==> src/rtl/pulse_down_counter.sv <==
// Modulo-N down counter stepped by rising edges of in_pulse, with auto-reload or one-shot modes.
// Optional feature: define INPULSE_SYNC_EN to add a 2-flop synchroniser on in_pulse (+2 clk latency).
module pulse_down_counter #(
    parameter int WIDTH = 4,
    parameter int START = 3
) (
    input  logic             clk,
    input  logic             resetn,
    input  logic             enable,
    input  logic             in_pulse,
    input  logic             load,
    input  logic [WIDTH-1:0] load_value,
    input  logic             mode,
    output logic             out_pulse,
    output logic             done,
    output logic [WIDTH-1:0] cur_value
);

    localparam logic [WIDTH-1:0] ONE       = WIDTH'(1);
    localparam logic [WIDTH-1:0] START_VAL = WIDTH'(START);
    localparam logic [WIDTH-1:0] START_CNT = WIDTH'(START - 1);

    logic             r_in_q;
    logic [WIDTH-1:0] r_period;
    logic [WIDTH-1:0] r_count;
    logic             r_out;
    logic             r_done;

    logic             w_in;
    logic             w_step;
    logic [WIDTH-1:0] w_load_clamped;
    logic [WIDTH-1:0] w_period_nxt;
    logic [WIDTH-1:0] w_count_nxt;
    logic             w_out_nxt;
    logic             w_done_nxt;

`ifdef INPULSE_SYNC_EN
    logic r_sync1;
    logic r_sync2;

    always_ff @(posedge clk or negedge resetn) begin
        if (!resetn) begin
            r_sync1 <= 1'b0;
            r_sync2 <= 1'b0;
        end else begin
            // NOTE: non-blocking assignments make every flop sample pre-edge values, so the chain really is two stages.
            r_sync1 <= in_pulse;
            r_sync2 <= r_sync1;
        end
    end

    assign w_in = r_sync2;
`else
    assign w_in = in_pulse;
`endif

    assign w_step         = enable & w_in & ~r_in_q;
    assign w_load_clamped = (load_value == '0) ? ONE : load_value;

    always_comb begin
        // NOTE: every output of this block gets a default first, so no path can infer a latch.
        w_period_nxt = r_period;
        w_count_nxt  = r_count;
        w_out_nxt    = 1'b0;
        w_done_nxt   = mode ? r_done : 1'b0;

        if (load) begin
            w_period_nxt = w_load_clamped;
            w_count_nxt  = w_load_clamped - ONE;
            w_done_nxt   = 1'b0;
        end else if (w_step) begin
            if (r_count != '0) begin
                w_count_nxt = r_count - ONE;
                w_out_nxt   = (r_count == ONE);
                if (mode && (r_count == ONE)) begin
                    w_done_nxt = 1'b1;
                end
            end else if (!mode) begin
                w_count_nxt = r_period - ONE;
                w_out_nxt   = (r_period == ONE);
            end else begin
                // One-shot parked at zero: further steps are absorbed.
                w_done_nxt = 1'b1;
            end
        end
    end

    always_ff @(posedge clk or negedge resetn) begin
        if (!resetn) begin
            r_in_q   <= 1'b0;
            r_period <= START_VAL;
            r_count  <= START_CNT;
            r_out    <= 1'b0;
            r_done   <= 1'b0;
        end else begin
            r_in_q   <= w_in;
            r_period <= w_period_nxt;
            r_count  <= w_count_nxt;
            r_out    <= w_out_nxt;
            r_done   <= w_done_nxt;
        end
    end

    assign out_pulse = r_out;
    assign done      = r_done;
    assign cur_value = r_count;

endmodule

==> config.mk <==
export PLATFORM = sky130hd
export DESIGN_NAME = pulse_down_counter
export DESIGN_NICKNAME = d
export VERILOG_FILES = /design/src/rtl/pulse_down_counter.sv
export SDC_FILE = /design/constraint.sdc
export NUM_CORES = 1
export LEC_CHECK = 0
export CORE_MARGIN = 2
export CORE_UTILIZATION = 51
export CTS_CLUSTER_SIZE = 28
export DETAILED_ROUTE_END_ITERATION = 8
export PLACE_DENSITY_LB_ADDON = 0.12
export SYNTH_ARGS = -nofsm -noshare
export SYNTH_HDL_FRONTEND = slang
export SYNTH_SLANG_ARGS = --single-unit
==> constraint.sdc <==
create_clock -name clk -period 4.2 [get_ports clk]
set_input_delay 0.84 -clock clk [delete_from_list [all_inputs] [get_ports clk]]
set_output_delay 0.84 -clock clk [all_outputs]
set_load 0.05 [all_outputs]
# Word-level counts from Yosys, hierarchy flattened
# Index checks and enable logic that the tools add are counted.
word_totals:
  in_bits: 10
  word_cells: 34
  output_inout_bits: 6
  register_bits: 11
classes:
  n_reduce_logical: 5
  mux: 15
  n_addsub: 3
  n_bitwise: 3
  eq_ne: 3
op_table:
  columns: ["op", "n"]
  rows:
  - ["4-bit two-way mux", 5]
  - ["4-bit by 1-bit subtractor with 4-bit output (second input constant)", 3]
  - ["1-bit two-way mux", 10]
  - ["4-bit by 1-bit equality test with 1-bit output (second input constant)", 2]
  - ["4-bit zero test", 1]
  - ["4-bit nonzero test", 1]
  - ["3-bit by 2-bit inequality test with 1-bit output (second input constant)", 1]
  - ["1-bit AND", 2]
  - ["2-bit AND reduction", 1]
  - ["2-bit nonzero test", 1]
  - ["1-bit logical AND", 1]
  - ["1-bit inverter", 1]

# Logic depth before layout (Yosys ltp)
# Gate-level depths: netlist of run 1.
depth:
  depth_word: 6
  mapped_depth: 6
  mapped_depth_nobuf: 6

# Worst setup path before layout of run 1
# No wires, ideal clock.
synth_timing:
  path_type: "reg2reg"
  start: "register r_count[1] (netlist: cur_value[1])"
  end: "register r_count[2] (netlist: cur_value[2])"
  period_less_slack_ns: 1.854
  required_time_ns: 4.074
  n_path_buf: 0
  setup_time_ns: 0.126
  arrival_ns: 1.728
  path_stages_with_launch: 6
  setup_slack_ns: 2.346
  cell_sequence: "dfstp_2 inv_1 ha_1 nor4bb_4 o21bai_2 mux2_4"
synth_between:
  elab_chain_len: 4
  word_cells_on_any_way: 7
  classes_between: "add/sub (1); eq/ne (1); mux (3); reduce/logical (2)"
synth_rtl:
  columns: ["element", "line", "rtl"]
  rows:
  - ["start: declaration", "25", "logic [WIDTH-1:0] r_count;"]
  - ["start signal: assignment", "98", "r_count <= w_count_nxt;"]
  - ["4-bit by 1-bit subtractor with 4-bit output / 4-bit nonzero test (equally long branches)", "73, 72", null]
  - ["4-bit two-way mux", "72", "if (r_count != '0) begin"]
  - ["4-bit two-way mux", "71", "end else if (w_step) begin"]
  - ["4-bit two-way mux", "67", "if (load) begin"]
# Parallel ways exist; a longest one is shown, timed or not. The select of a mux whose other input is x is not followed.
# A chain may end at the register's enable or synchronous reset.

# Final worst setup path of run 1
layout_timing:
  start: "register r_count[2] (netlist: cur_value[2])"
  end: "output port cur_value[2]"
layout_rtl:
  columns: ["element", "line", "rtl"]
  rows:
  - ["end: declaration", "16", "output logic [WIDTH-1:0] cur_value"]
# No word-level cell between the ends.

==> impl_metrics.tcl, run 1 <==
set metrics [dict create \
    critPathMaxStageDelay_ns 0.87 \
    drc_violation_count_after_routing 0 \
    totalWireLength_mm 1.39 \
    grtUsageTotal_pct 21.3 \
    tightestPinTransition_ns 0.502 \
    worst_hold_path_type "register to register" \
    dr.pass1.iters 2 \
    cts_buffer_depth 2 \
    status "finished clean" \
    stdcell_count 101 \
    syn-num-nets 83 \
    core_um2 1300 \
    holdBufCountCts 0 \
    drtIter0Drc 1 \
    synth.ff_latch_count 11 \
    yosys-top-cells-area "sky130_fd_sc_hd__dfrtp_1 (28%), sky130_fd_sc_hd__dfstp_2 (11%), sky130_fd_sc_hd__ha_1 (8.8%)" \
    critPathLaunchType "register" \
    syn_area_per_cell_um2 10.4 \
    count_of_boundary_i_o_pins 16 \
    setup_repair_after_global_routing_missed_its_margin "false" \
    synth_largest_area_cell "sky130_fd_sc_hd__dfrtp_1" \
    dp.cells 97 \
    max_freq_ghz 0.393 \
    final_slew_violations 0 \
    clock_insertion_delay_worst_skew_ns 0.28 \
    slew_headroom_pct 66.4 \
    die_y_um 41.2 \
    worst_path_cell_chain "clkdlybuf4s50_1" \
    floorplan.rows 13 \
    cp_max_fo 8 \
    cp_top_family "buffers and inverters" \
    die_width_um 41.2 \
    power.static_leakage_nw 0.374 \
    cts-root-buf "sky130_fd_sc_hd__clkbuf_4" \
    portBuffers 15 \
    max_cap_violations 0 \
    cts_bufs_inserted 3 \
    kind_of_end_point_of_the_critical_path "output port" \
    cpMaxStageDelayCell "sky130_fd_sc_hd__clkdlybuf4s50_1" \
    setup-violations-final 0 \
    antenna_cells_inserted 0 \
    detailed_place_hpwl_mm 1.11 \
    critPathRequiredTime_ns 3.36 \
    design.final.nets 102 \
    timing.setup.tns_ns 0 \
    h_tree_levels 1 \
    grt_pass1_vias 519 \
    postLayoutCoreUtil_pct 69.0 \
    floorplan.initialDensity_pct 54.3 \
    post_route_cells_drive_above_1_share_pct 15.1 \
    fin_crit_ns 2.55 \
    cts_setup_buffers 0 \
    route.detailed.vias_per_inst 5.63 \
    final.setup_skew_ns 0.00268 \
    synth_cell_types 29 \
    gate_count_after_technology_mapping 68 \
    overflow 0 \
    grt_max_degree 17 \
    setup_ws_ns 1.65 \
    layout_overhead_on_the_synthesized_area_pct 27.1 \
    hold_viol_final 0 \
    finalCritPeriodShare_pct 60.6 \
    antenna_found_initial 0 \
    synth_sequential_area_ratio_pct 39.5 \
    synth-warning-count 0 \
    clock_tree_from_tritoncts "done" \
    ant_nets 0 \
    timing.critical_path.buf_inv 1 \
    synthesis.area_um2 707 \
    clkTransAtPathRegs_ns 0.07 \
    criticalPathCategory "register to output port" \
    netlist.area_leader.share_pct 28.3 \
    gp_routability_congestion 0.801 \
    max-vdd-ir-drop_mv 0.242 \
    route.detailed.wl_per_inst_um 13.8 \
    timing.critical_path.arrival_ns 1.71 \
    post_cts.resized_instances 0 \
    clock-sinks 11 \
    power.density_cell_area_nw_per_um2 350 \
    pre_cts_slack_ns 1.78 \
    grt_pass1_wl_mm 2.20 \
    die-area_um2 1700 \
    via_count 569 \
]
==> cell type report <==
cell class | count | area, µm²
Fill cell | 113 | 403
Multi-Input combinational cell | 49 | 397
Sequential cell | 11 | 279
Timing Repair Buffer | 15 | 150
Inverter | 7 | 26.3
Clock buffer | 3 | 22.5
Tap cell | 15 | 18.8
Clock inverter | 1 | 5.00
==> per-stage QoR <==
stage | hold slack (ns) | total power [W] | area (µm²)
6_report | 0.534 | 0.000315 | 898
2_1_floorplan | 0.502 | 0.000205 | 707
4_1_cts | 0.540 | 0.000319 | 898
3_5_place_dp | 0.529 | 0.000244 | 871
3_3_place_gp | 0.529 | 0.000240 | 871
5_1_grt | 0.582 | 0.000333 | 898
==> layer usage <==
layer	share of wire (%)	global-route usage [%]	vias up	routed length, µm
met5	0	0	-	0
met4	1.4	7.26	0	20
met3	6.2	9.78	3	86
met2	51	36.3	15	703
met1	42	23.1	270	581
li1	-	-	281	-
==> power by group <==
part,internal [W],total (W),switching [W]
clock network,0.0000355,0.0000738,0.0000384
registers,0.000119,0.000140,0.0000203
logic,0.0000463,0.000101,0.0000549
total,0.000201,0.000315,0.000114
==> flip-flops by register name, summed over array words and instances, names as in the netlist <==
name,flops
cur_value,4
r_period,4
done,1
out_pulse,1
r_in_q,1
==> cell families (layout without fill, tap and decap cells) <==
family,count (synthesis),count (layout),share of synthesized area [%]
flip-flops,11,11,39.5
adder cells (fa/ha/maj),5,5,8.85
XOR/XNOR,2,2,2.48
multiplexers,6,6,9.56
buffers and inverters,8,26,4.42
AO/OA/AOI/OAI,15,15,15.4
AND/OR/NAND/NOR,21,21,19.8
==> cells in the final DEF (no fill, tap or decap), drive strengths merged <==
cell           netlist  layout
dfstp                3       3
nor4bb               1       1
o32ai                2       2
mux2i                3       3
mux2                 3       3
nor2                 6       6
xnor2                1       1
inv                  7       7
o21ai                3       3
clkinv               0       1
a22oi                1       1
nand3b               1       1
ha                   5       5
nor3                 2       2
o22a                 1       1
o21bai               2       2
nand2                3       3
o41ai                1       1
a21oi                3       3
nor3b                2       2
o311ai               1       1
xor2                 1       1
clkdlybuf4s50        0      15
clkbuf               0       3
o31a                 1       1
dfrtp                8       8
nor2b                4       4
nor4                 2       2
==> cells in the mapped netlist <==
| library cell | n |
|---|---|
| sky130_fd_sc_hd__nor3b_1 | 1 |
| sky130_fd_sc_hd__o22a_1 | 1 |
| sky130_fd_sc_hd__nor4_1 | 2 |
| sky130_fd_sc_hd__ha_1 | 5 |
| sky130_fd_sc_hd__o31a_1 | 1 |
| sky130_fd_sc_hd__nor2_1 | 6 |
| sky130_fd_sc_hd__nand2_1 | 3 |
| sky130_fd_sc_hd__o21bai_1 | 1 |
| sky130_fd_sc_hd__dfrtp_1 | 8 |
| sky130_fd_sc_hd__o41ai_1 | 1 |
| sky130_fd_sc_hd__o21ai_0 | 3 |
| sky130_fd_sc_hd__mux2i_1 | 3 |
| sky130_fd_sc_hd__nor4bb_4 | 1 |
| sky130_fd_sc_hd__nand3b_1 | 1 |
| sky130_fd_sc_hd__inv_1 | 7 |
| sky130_fd_sc_hd__xor2_1 | 1 |
| sky130_fd_sc_hd__nor3b_4 | 1 |
| sky130_fd_sc_hd__buf_2 | 1 |
| sky130_fd_sc_hd__a22oi_1 | 1 |
| sky130_fd_sc_hd__nor3_1 | 2 |
| sky130_fd_sc_hd__mux2_2 | 2 |
| sky130_fd_sc_hd__dfstp_2 | 3 |
| sky130_fd_sc_hd__mux2_4 | 1 |
| sky130_fd_sc_hd__o21bai_2 | 1 |
| sky130_fd_sc_hd__a21oi_1 | 3 |
| sky130_fd_sc_hd__o311ai_0 | 1 |
| sky130_fd_sc_hd__xnor2_1 | 1 |
| sky130_fd_sc_hd__o32ai_1 | 2 |
| sky130_fd_sc_hd__nor2b_1 | 4 |
==> worst paths after layout <==
path | from | cells past startpoint | slack (ns) | endpoint
setup / recovery | cur_value[2] | 1 | 1.65 | cur_value[2]
hold / removal | r_period[0] | 2 | 0.53 | r_period[0]
setup reg to reg | cur_value[1] | 5 | 2.44 | cur_value[2]
hold reg to reg | r_period[0] | 2 | 0.53 | r_period[0]
max in group asynchronous | resetn | 1 | 2.97 | r_period[1]
min in group asynchronous | resetn | 1 | 0.88 | r_period[3]
Power figures use the tool's default switching activity.
==> run 2: changes to the inputs <==
- CORE_UTILIZATION: 51 -> 48
- clock period: 4.2 -> 2.62 ns (I/O delays scaled with it)
==> run 2 against run 1 <==
- global-route usage down 4.0 points
- worst setup slack worse by 1.3 ns
- sequential cell count is the same
- clock skew barely moved
- worst hold slack improved by 0.016 ns
- count of clock-buffer cells in the layout rose by 1
- core utilization fell by 1.8 points
- die area grew 5.6%
- critical endpoint unchanged
- highest routed layer unchanged
==> impl_metrics.tcl, run 2 (synthesized netlist as in run 1, its figures left out) <==
set metrics [dict create \
    status "finished clean" \
    detailed_place_hpwl_mm 1.09 \
    critPathLaunchType "register" \
    clock_tree_from_tritoncts "done" \
    die-area_um2 1800 \
    die_width_um 42.4 \
    criticalPathCategory "register to output port" \
    route.detailed.vias_per_inst 5.76 \
    cts_setup_buffers 0 \
    grtUsageTotal_pct 17.3 \
    p_seq_share_pct 44.5 \
    grt_pass1_vias 516 \
    drtIter0Drc 12 \
    setup_ws_ns 0.392 \
    route.detailed.wl_per_inst_um 13.7 \
    core_um2 1330 \
    clock-sinks 11 \
    count_of_boundary_i_o_pins 16 \
    ant_nets 0 \
    max_cap_violations 0 \
    worst_hold_path_type "register to register" \
    kind_of_end_point_of_the_critical_path "output port" \
    cp_top_family "buffers and inverters" \
    leading_cell_type_in_the_layout_fill_and_taps_excluded "sky130_fd_sc_hd__clkdlybuf4s50_1" \
    via_count 582 \
    cp_max_fo 8 \
    fin_crit_ns 2.23 \
    final_slew_violations 0 \
    cts_buffer_depth 2 \
    gp_routability_congestion 0.755 \
    holdBufCountCts 0 \
    power.density_cell_area_nw_per_um2 562 \
    setup-violations-final 0 \
    pwr-share-comb_pct 32.1 \
    timing.critical_path.buf_inv 1 \
    clock_insertion_delay_worst_skew_ns 0.27 \
    portBuffers 15 \
    timing.critical_path.arrival_ns 1.70 \
    antenna_found_initial 0 \
    power.static_leakage_nw 0.371 \
    slew_headroom_pct 64.9 \
    floorplan.initialDensity_pct 53.0 \
    grt_max_degree 17 \
    power.internal_w 0.000325 \
    pre_cts_slack_ns 0.534 \
    worst_path_cell_chain "clkdlybuf4s50_1" \
    tightestPinTransition_ns 0.525 \
    cts_bufs_inserted 3 \
    overflow 0 \
    drc_violation_count_after_routing 0 \
    cts-root-buf "sky130_fd_sc_hd__clkbuf_4" \
    die_y_um 42.4 \
    dr.pass1.iters 3 \
    final.setup_skew_ns 0.00262 \
    finalCritPeriodShare_pct 85.0 \
    clock_power_share_pct 23.4 \
    critPathMaxStageDelay_ns 0.87 \
    post_route_cells_drive_above_1_share_pct 14.0 \
    mostFrequentLayoutCells "sky130_fd_sc_hd__clkdlybuf4s50_1 (15), sky130_fd_sc_hd__dfrtp_1 (8), sky130_fd_sc_hd__inv_1 (7)" \
    cpMaxStageDelayCell "sky130_fd_sc_hd__clkdlybuf4s50_1" \
    max-vdd-ir-drop_mv 0.335 \
    layout_overhead_on_the_synthesized_area_pct 26.9 \
    antenna_cells_inserted 0 \
    critPathRequiredTime_ns 2.10 \
    clkTransAtPathRegs_ns 0.07 \
    h_tree_levels 1 \
    netSwitchingPower_w 0.000179 \
    totalWireLength_mm 1.39 \
    max_freq_ghz 0.449 \
    floorplan.rows 13 \
    hold_viol_final 0 \
    post_cts.resized_instances 0 \
    setup_repair_after_global_routing_missed_its_margin "false" \
    grt_pass1_wl_mm 2.27 \
    timing.setup.tns_ns 0 \
    design.final.nets 102 \
    swShare_pct 35.6 \
]
==> run 2: worst paths after layout <==
check,startpoint,endpoint,slack (ns),depth (start not counted)
max in group asynchronous,resetn,cur_value[1],1.66,1
hold / removal,r_period[0],r_period[0],0.55,2
setup reg to reg,cur_value[1],cur_value[2],0.85,5
setup / recovery,cur_value[2],cur_value[2],0.39,1
min in group asynchronous,resetn,done,0.60,1
hold reg to reg,r_period[0],r_period[0],0.55,2
==> run 2: area by class of cell <==
class                   instances  area, µm²
fillers                       131        437
inverters                       7       26.3
well taps                      15       18.8
clock buffers                   4       26.3
repair buffers                 15        150
multi-input cells              49        397
flip-flops and latches         11        279
==> run 2: power by group through the flow <==
| stage | Combinational, W | Sequential (W) | Clock, W |
|---|---|---|---|
| finish | 0.000162 | 0.000224 | 0.000118 |
| global route | 0.000175 | 0.000228 | 0.000127 |
| CTS | 0.000163 | 0.000224 | 0.000120 |
| detailed placement | 0.000162 | 0.000227 | 0 |
| global placement | 0.000159 | 0.000226 | 0 |
| floorplan | 0.0000707 | 0.000258 | 0 |
==> run 2: per-stage QoR <==
stage	utilization (%)	cell area (µm²)	hold WS (ns)	instances	power (W)
2_1_floorplan	-	707	0.228	68	0.000329
5_1_grt	67.3	897	0.595	101	0.000530
3_5_place_dp	65.3	871	0.536	97	0.000389
3_3_place_gp	65.3	871	0.527	97	0.000385
6_report	67.3	897	0.550	101	0.000504
4_1_cts	67.3	897	0.548	101	0.000506
==> run 2: per-layer routing <==
layer | share of wire (%) | global-route usage (%)
met1 | 48 | 22.0
met2 | 47 | 27.1
met3 | 3.5 | 3.88
met4 | 1.9 | 9.38
met5 | 0 | 0
==> run 3: changes to the inputs <==
--- a/constraint.sdc
+++ b/constraint.sdc
@@ -3,2 +3,2 @@
 set_output_delay 0.524 -clock clk [all_outputs]
-set_load 0.05 [all_outputs]
+set_load 0.005 [all_outputs]
==> results of run 3 <==
Same layout as run 2 (identical final DEF). Status: finished clean.
Main changes from that run: setup slack after layout 0.392 ns -> 0.695 ns; total power 0.000504 W -> 0.000466 W; worst IR drop on VDD 0.335 mV -> 0.333 mV
